### src/rtl/am29811_next_addr_ctrl_pkg.sv
// Shared definitions for the Am29811-style next-address control slice.
//   - Opcode constants JZ..TWB (4'h0..4'hF), as seen in the microword MI field.
//   - Am2909 source-select encodings for the S output.
//   - D-source selector enum used between the decoder and the top-level D mux.
package am29811_next_addr_ctrl_pkg;

    // Opcode set
    localparam logic [3:0] JZ   = 4'h0;
    localparam logic [3:0] CJS  = 4'h1;
    localparam logic [3:0] JMAP = 4'h2;
    localparam logic [3:0] CJP  = 4'h3;
    localparam logic [3:0] PUSH = 4'h4;
    localparam logic [3:0] JSRP = 4'h5;
    localparam logic [3:0] CJV  = 4'h6;
    localparam logic [3:0] JRP  = 4'h7;
    localparam logic [3:0] RFCT = 4'h8;
    localparam logic [3:0] RPCT = 4'h9;
    localparam logic [3:0] CRTN = 4'hA;
    localparam logic [3:0] CJPP = 4'hB;
    localparam logic [3:0] LDCT = 4'hC;
    localparam logic [3:0] LOOP = 4'hD;
    localparam logic [3:0] CONT = 4'hE;
    localparam logic [3:0] TWB  = 4'hF;

    // Am2909 S encodings: microPC, address register, stack top, direct input
    localparam logic [1:0] SRC_UPC = 2'b00;
    localparam logic [1:0] SRC_AR  = 2'b01;
    localparam logic [1:0] SRC_STK = 2'b10;
    localparam logic [1:0] SRC_D   = 2'b11;

    // Which field drives the sequencer D input
    typedef enum logic [1:0] {
        DSRC_PL   = 2'd0,
        DSRC_MAP  = 2'd1,
        DSRC_VECT = 2'd2
    } dsrc_e;

endpackage

### src/rtl/am29811_decode.sv
// Combinational opcode decoder.
// Inputs : mi (pipelined opcode), pass (TEST xor POL), cnt_z (loop counter is zero).
// Outputs: s (Am2909 source select), fe (file enable, active-low),
//          pup (push=1/pop=0), zero (force Y=0, active-low),
//          dsel (D-source select), cnt_ld (load counter from PL),
//          cnt_dec (decrement counter).
// Defaults are "continue": S=uPC, no stack op, D from PL, counter held.
module am29811_decode
    import am29811_next_addr_ctrl_pkg::*;
(
    input  logic [3:0] mi,
    input  logic       pass,
    input  logic       cnt_z,
    output logic [1:0] s,
    output logic       fe,
    output logic       pup,
    output logic       zero,
    output dsrc_e      dsel,
    output logic       cnt_ld,
    output logic       cnt_dec
);

    always_comb begin
        s       = SRC_UPC;
        fe      = 1'b1;
        pup     = 1'b0;
        zero    = 1'b1;
        dsel    = DSRC_PL;
        cnt_ld  = 1'b0;
        cnt_dec = 1'b0;

        case (mi)
            JZ: zero = 1'b0;
            CJS: if (pass) begin
                s   = SRC_D;
                fe  = 1'b0;
                pup = 1'b1;
            end
            JMAP: begin
                s    = SRC_D;
                dsel = DSRC_MAP;
            end
            CJP: if (pass) s = SRC_D;
            PUSH: begin
                fe     = 1'b0;
                pup    = 1'b1;
                cnt_ld = pass;
            end
            JSRP: begin
                fe  = 1'b0;
                pup = 1'b1;
                s   = pass ? SRC_D : SRC_AR;
            end
            CJV: if (pass) begin
                s    = SRC_D;
                dsel = DSRC_VECT;
            end
            JRP: s = pass ? SRC_D : SRC_AR;
            RFCT: begin
                // Loop back to the stacked address until the count runs out,
                // then drop the loop address off the stack.
                if (!cnt_z) begin
                    s       = SRC_STK;
                    cnt_dec = 1'b1;
                end else begin
                    fe = 1'b0;
                end
            end
            RPCT: if (!cnt_z) begin
                s       = SRC_D;
                cnt_dec = 1'b1;
            end
            CRTN: if (pass) begin
                s  = SRC_STK;
                fe = 1'b0;
            end
            CJPP: if (pass) begin
                s  = SRC_D;
                fe = 1'b0;
            end
            LDCT: cnt_ld = 1'b1;
            LOOP: begin
                if (pass) fe = 1'b0;
                else      s  = SRC_STK;
            end
            CONT: ;
            TWB: begin
                // Three-way branch: keep looping on the stack while counting,
                // exit on PASS, or fall out to PL when the count expires.
                cnt_dec = !cnt_z;
                if (!cnt_z && !pass) begin
                    s = SRC_STK;
                end else if (cnt_z && !pass) begin
                    s  = SRC_D;
                    fe = 1'b0;
                end else begin
                    fe = 1'b0;
                end
            end
            default: ;
        endcase
    end

endmodule

### src/rtl/am29811_next_addr_ctrl.sv
// Next-address control unit for an Am2909 sequencer.
// Captures the microword fields {MI,POL,RLD,PL} in a pipeline register each
// clock, keeps a loop counter, and combinationally produces the sequencer
// controls from the pipeline register, the counter and the live TEST input.
// Ports:
//   CP, RST            clock (posedge) and asynchronous active-high reset
//   UW_MI/POL/RLD/PL   microword fields from the control-store ROM
//   TEST               condition input, used in the same cycle
//   MAP, VECT          alternative D sources (mapping PROM, interrupt vector)
//   S, FE, PUP, RE,
//   ZERO, D            Am2909 control inputs
//   CNT, CNT_Z         loop counter and its zero flag
//   MI                 pipelined opcode, exposed for debug
module am29811_next_addr_ctrl
    import am29811_next_addr_ctrl_pkg::*;
#(
    parameter int AW = 4,
    parameter int CW = 4
) (
    input  logic          CP,
    input  logic          RST,
    input  logic [3:0]    UW_MI,
    input  logic          UW_POL,
    input  logic          UW_RLD,
    input  logic [AW-1:0] UW_PL,
    input  logic          TEST,
    input  logic [AW-1:0] MAP,
    input  logic [AW-1:0] VECT,
    output logic [1:0]    S,
    output logic          FE,
    output logic          PUP,
    output logic          RE,
    output logic          ZERO,
    output logic [AW-1:0] D,
    output logic [CW-1:0] CNT,
    output logic          CNT_Z,
    output logic [3:0]    MI
);

    // Wide enough for both PL and CNT so the load value can be truncated or
    // zero-extended with a single slice.
    localparam int XW = (AW > CW) ? AW : CW;

    logic [3:0]    mi_q;
    logic          pol_q;
    logic          rld_q;
    logic [AW-1:0] pl_q;
    logic [CW-1:0] cnt_q;

    logic          pass;
    logic          cnt_z;
    dsrc_e         dsel;
    logic          cnt_ld;
    logic          cnt_dec;
    logic [XW-1:0] pl_ext;
    logic [CW-1:0] pl_cnt;

    // Reset leaves JZ in the pipeline so the sequencer is held at address 0.
    always_ff @(posedge CP or posedge RST) begin
        if (RST) begin
            mi_q  <= JZ;
            pol_q <= 1'b0;
            rld_q <= 1'b0;
            pl_q  <= '0;
        end else begin
            mi_q  <= UW_MI;
            pol_q <= UW_POL;
            rld_q <= UW_RLD;
            pl_q  <= UW_PL;
        end
    end

    assign pass   = TEST ^ pol_q;
    assign cnt_z  = (cnt_q == '0);
    assign pl_ext = XW'(pl_q);
    assign pl_cnt = pl_ext[CW-1:0];

    am29811_decode u_decode (
        .mi      (mi_q),
        .pass    (pass),
        .cnt_z   (cnt_z),
        .s       (S),
        .fe      (FE),
        .pup     (PUP),
        .zero    (ZERO),
        .dsel    (dsel),
        .cnt_ld  (cnt_ld),
        .cnt_dec (cnt_dec)
    );

    // The decoder never asserts load and decrement together; the zero guard
    // on decrement keeps the counter from wrapping.
    always_ff @(posedge CP or posedge RST) begin
        if (RST) begin
            cnt_q <= '0;
        end else if (cnt_ld) begin
            cnt_q <= pl_cnt;
        end else if (cnt_dec && !cnt_z) begin
            cnt_q <= cnt_q - CW'(1);
        end
    end

    always_comb begin
        case (dsel)
            DSRC_MAP:  D = MAP;
            DSRC_VECT: D = VECT;
            default:   D = pl_q;
        endcase
    end

    assign RE    = ~rld_q;
    assign CNT   = cnt_q;
    assign CNT_Z = cnt_z;
    assign MI    = mi_q;

endmodule

### config.mk
export PLATFORM = sky130hd
export DESIGN_NAME = am29811_next_addr_ctrl
export DESIGN_NICKNAME = d
export VERILOG_FILES = /design/src/rtl/am29811_next_addr_ctrl_pkg.sv /design/src/rtl/am29811_decode.sv /design/src/rtl/am29811_next_addr_ctrl.sv
export SDC_FILE = /design/constraint.sdc
export NUM_CORES = 1
export LEC_CHECK = 0
export CAP_MARGIN = 20
export CORE_ASPECT_RATIO = 0.9
export CORE_MARGIN = 3
export CORE_UTILIZATION = 40
export DETAILED_ROUTE_END_ITERATION = 7
export GPL_ROUTABILITY_DRIVEN = 0
export GPL_TIMING_DRIVEN = 0
export PLACE_DENSITY = 0.89
export SLEW_MARGIN = 10
export SYNTH_ARGS = -nofsm -noshare
export SYNTH_HDL_FRONTEND = slang
export SYNTH_SLANG_ARGS = --single-unit
### constraint.sdc
create_clock -name CP -period 1.99 [get_ports CP]
set_clock_uncertainty 0.05 [all_clocks]
set_input_delay 0.199 -clock CP [delete_from_list [all_inputs] [get_ports CP]]
set_output_delay 0.199 -clock CP [all_outputs]
set_load 0.005 [all_outputs]
# Yosys cells after proc, flatten, opt, wreduce, memory -nomap -nowiden
# Cells that the tools add are included.
[word_totals]
rom_bits = 0
latch_bits = 0
output_inout_bits = 19
n_memories = 0
ramBits = 0
wordCells = 59
regBits = 14
inputBits = 21
[classes]
n_lt_le_gt_ge = 0
n_bitwise = 2
reduce_logical = 13
div = 0
add_sub_neg = 1
multipliers = 0
n_mux = 22
n_shift = 0
eq_ne = 16
[op_table]
columns = ["operator", "count"]
rows = [
  ["$eq A4 B4 Y1 const B", 7],
  ["$eq A4 B3 Y1 const B", 4],
  ["$mux W2", 8],
  ["$pmux W2 S8", 1],
  ["$eq A4 B2 Y1 const B", 2],
  ["$logic_not A4 Y1", 2],
  ["$mux W4", 2],
  ["$pmux W4 S2", 1],
  ["$reduce_or A4 Y1", 2],
  ["$pmux W1 S2", 3],
  ["$reduce_or A2 Y1", 3],
  ["$mux W1", 5],
  ["$eq A4 B1 Y1 const B", 1],
  ["$pmux W1 S4", 1],
  ["$pmux W2 S2", 1],
  ["$sub A4 B1 Y4 const B", 1],
  ["$logic_and A1 B1 Y1", 3],
  ["$eq A2 B1 Y1 const B", 1],
  ["$eq A2 B2 Y1 const B", 1],
  ["$logic_not A1 Y1", 2],
  ["$reduce_bool A2 Y1", 1],
  ["$not A1 Y1", 1],
  ["$xor A1 B1 Y1", 1],
]

# Logic depth before layout (Yosys ltp)
[logic_depth]
depth_word = 6
ltp_mapped = 8
mapped_depth_nobuf = 7

# Hierarchy
# From an unflattened synthesis, not the netlist that was laid out.
[unflattened]
hier_cells = 96
hier_area_um2 = 919.6
[by_module_without_submodules]
columns = ["module", "area_each_um2", "cells_each", "instances", "seq_area_each_um2"]
rows = [
  ["am29811_next_addr_ctrl", 631.9, 56, 1, 350.3],
  ["am29811_decode", 287.8, 40, 1, 0.0],
]

# Worst setup path after synthesis
# Ideal clock, no wire load.
[synth_timing]
kind = "register -> output"
startpoint = "reg cnt_q[0], in the netlist CNT[0]"
endpoint = "out FE"
path_buffers = 0
t_required_ps = 1741
stages_incl_launch_ff = 6
arrival_ps = 1493
setup_slack_ps = 248
path_cell_list = "dfrtp_1 inv_1 ha_1 or3b_4 a2111oi_0 a311oi_1"
[synth_between]
elab_chain_len = 5
word_cells_on_any_way = 6
cone_classes = "mux (3); reduce/logical (3)"
[synth_lines]
columns = ["element", "line", "rtl"]
rows = [
  ["start: declaration", "am29811_next_addr_ctrl.sv:48", "logic [CW-1:0] cnt_q;"],
  ["start signal: assignment", "am29811_next_addr_ctrl.sv:97", "cnt_q <= pl_cnt;"],
  ["start signal: assignment", "am29811_next_addr_ctrl.sv:99", "cnt_q <= cnt_q - CW'(1);"],
  ["$logic_not A4 Y1 *", "am29811_next_addr_ctrl.sv:74", "assign cnt_z = (cnt_q == '0);"],
  ["$logic_not A1 Y1", "n/a", ""],
  ["$logic_and A1 B1 Y1", "am29811_decode.sv:91", "if (!cnt_z && !pass) begin"],
  ["$mux W1", "am29811_decode.sv:91", ""],
  ["$pmux W1 S4 *", "am29811_decode.sv:32", "case (mi)"],
  ["end: declaration", "am29811_next_addr_ctrl.sv:30", "output logic FE,"],
]
# Every way passes the cells marked *; elsewhere a longest branch is shown, timed or not.

# Worst setup path in the final report
# Ends and elaborated chain as after synthesis.

==> qor.txt <==
status -> finished, violations left
failing checks -> negative setup slack
cells after synthesis -> 95
largest net degree at the start of global routing -> 15
detailed placement HPWL -> 1.82 mm
Slew Limit Fails -> 0
antenna viol nets, final -> 0
Cell Int Power -> 777 µW
Synth Register Bits -> 14
core area -> 0.00197 mm²
Worst Setup Start Kind -> flip-flop
main area contributors after synthesis -> dfrtp_1, o21ai_0, ha_1
GRT Resource Usage Total -> 24.7%
Mapped Area -> 852 µm²
clk root buf -> clkbuf_4
area leader, netlist -> dfrtp_1
CTS tree -> built
syn nets -> 119
Crit Path Category -> reg2out
starting density of the core -> 43.2%
Wirelength per Cell -> 20.5 µm
vias in the first global route -> 1048
worst path arrival time -> 2.01 ns
worst slack at placement -> -0.654 ns
Die Footprint -> 0.00272 mm²
Ys Warns -> 0
Hold/Removal Path Class -> in2async
Detailed Routing Iterations Pass 1 -> 4
total power -> 1.20 mW
num rows -> 15
H-tree depth -> 1
max_slew headroom -> 64.0%
clock network fraction of design power -> 13.1%
Clock Sinks -> 14
unique cell type count in the Yosys netlist -> 32
largest buffer count on any clock path -> 2
Overflow after GRT -> 0
DRC -> 0
CTS Buf Count -> 3
Worst-Margin Slew -> 0.539 ns
first-pass GRT wire length -> 4.94 mm
antenna cells -> 0
Req. time, crit path -> 1.74 ns
fraction of registers with async set or reset after synthesis -> 100%
setup violators final -> 10
final wirelength -> 3.85 mm
PwrDens -> 715 mW/mm²
peak supply drop -> 591 µV
Final period util -> 113%
clk_lat worst skew -> 0.27 ns
synthesized area per cell -> 8.97 µm²
via count -> 1128
Psw -> 423 µW
via/cell ratio -> 6.00
Nets -> 189
leakage -> 0.720 nW
Sw Ratio -> 35.2%
top-area cell type share of the netlist area -> 41.1%
layout cells sized above 1 -> 49.7%
clk slew on worst S/H paths -> 0.08 ns
Die X -> 54.7 µm
final hold vios -> 0
post-route setup slack -> -0.267 ns
post-synthesis sequential area ratio -> 41.1%
Post-synth EDFFs -> 0
die height -> 49.8 µm
Worst Path Max Fanout -> 3
DR iter-0 viols -> 47
IO Pins -> 40
Layout area overhead -> 96.9%
most frequent cell after synthesis -> dfrtp_1
Synth Flop Type -> dfrtp_1
fin crit period -> 2.26 ns
max_cap viols -> 0
crit end category -> output pin
port buffer count -> 39
RSZ-0062 raised after global routing -> true
Post-synth top cells -> dfrtp_1, nor2_1, o21ai_0
fmax -> 443 MHz
Gate power share -> 53.7%
Seq pwr share -> 33.2%
initial antenna violation count -> 0
==> worst paths after layout <==
path                          end      start  slack, ns  cells past startpoint
min reg2reg                CNT[1]  pl_cnt[1]       0.51                      1
max in group asynchronous   pol_q        RST       1.27                      2
max reg2reg                CNT[1]     CNT[0]      -0.07                      9
min                         rld_q        RST       0.23                      2
max                            FE     CNT[0]      -0.27                      7
min in group CP             MI[3]   UW_MI[3]       0.30                      1
==> cell type report <==
type / instances / area (µm²)
Inverter: 9 / 38.8
Sequential cell: 14 / 354
Tap cell: 25 / 31.3
Multi-Input combinational cell: 68 / 622
Clock buffer: 3 / 22.5
Timing Repair Buffer: 67 / 587
Fill cell: 97 / 293
Buffer: 2 / 22.5
==> metrics by stage <==
step           hold WS, ns  setup TNS (ns)  cells  util, %  area (µm²)
5_1_grt              0.253           -1.51    188     85.1        1680
6_report             0.234          -0.942    188     85.1        1680
3_5_place_dp         0.465           -3.51    159     64.6        1270
2_1_floorplan       0.0382               0     95        -         852
3_3_place_gp         0.460           -3.18    159     64.6        1270
4_1_cts              0.218          -0.371    175     77.3        1520
==> critical path, cell delays in order, from the launching register on <==
cell	delay (ns)
dfrtp_1	0.40
inv_2	0.09
ha_4	0.14
or3b_4	0.40
buf_6	0.14
a2111oi_4	0.32
a311oi_1	0.10
buf_2	0.15
==> layout by cell type (no fill, tap or decap), types with 2 or more instances in the layout <==
cell	Yosys	layout
o21ai_0	9	4
o21ai_1	2	3
a31oi_1	2	2
nand2b_1	3	3
dlygate4sd2_1	0	2
buf_6	0	9
buf_2	3	7
ha_4	0	3
xnor2_2	0	2
inv_2	1	4
inv_1	8	3
clkdlybuf4s50_1	0	29
clkbuf_4	0	3
buf_4	0	22
a21oi_1	4	4
dfrtp_2	0	3
inv_4	0	2
nand2_2	0	4
dfrtp_1	14	11
or3_1	3	3
a22oi_2	0	4
nand3_1	4	3
nor3_2	0	3
o21ai_2	0	4
nor2_1	9	8
==> state kept, by name (all words and copies together) (netlist names) <==
signal,flops
pl_cnt,4
pol_q,1
rld_q,1
MI,4
CNT,4
==> routing by layer <==
metal	track usage [%]	part of all wire (%)
met5	0	0
met3	4.83	8.7
met1	30.3	39
met2	41.9	47
met4	7.88	5.1
==> kinds of logic (layout without fill, tap and decap cells) <==
kind of cell             Yosys count  after routing  synth area share [%]
AO/OA/AOI/OAI                     27             27                  21.9
buffers and inverters             13             81                  6.17
adder cells (fa/ha/maj)            3              3                  4.41
flip-flops                        14             14                  41.1
multiplexers                       2              2                  2.94
XOR/XNOR                           3              3                  3.97
AND/OR/NAND/NOR                   33             33                  19.5
==> power groups by stage <==
stage,clock network (mW),logic [mW],registers [mW]
3_3_place_gp,0,0.366,0.384
5_1_grt,0.176,0.682,0.401
3_5_place_dp,0,0.387,0.390
2_1_floorplan,0,0.180,0.381
4_1_cts,0.149,0.513,0.386
6_report,0.157,0.645,0.398
==> what timing repair did <==
action | CTS | global route
endpoints found under the setup margin | 9 | 10
pin swaps | 5 | 12
setup buffers | 14 | 14
hold buffers | 0 | 0
resized for setup | 77 | 19
Note: power is estimated with default switching activity, not from simulation.
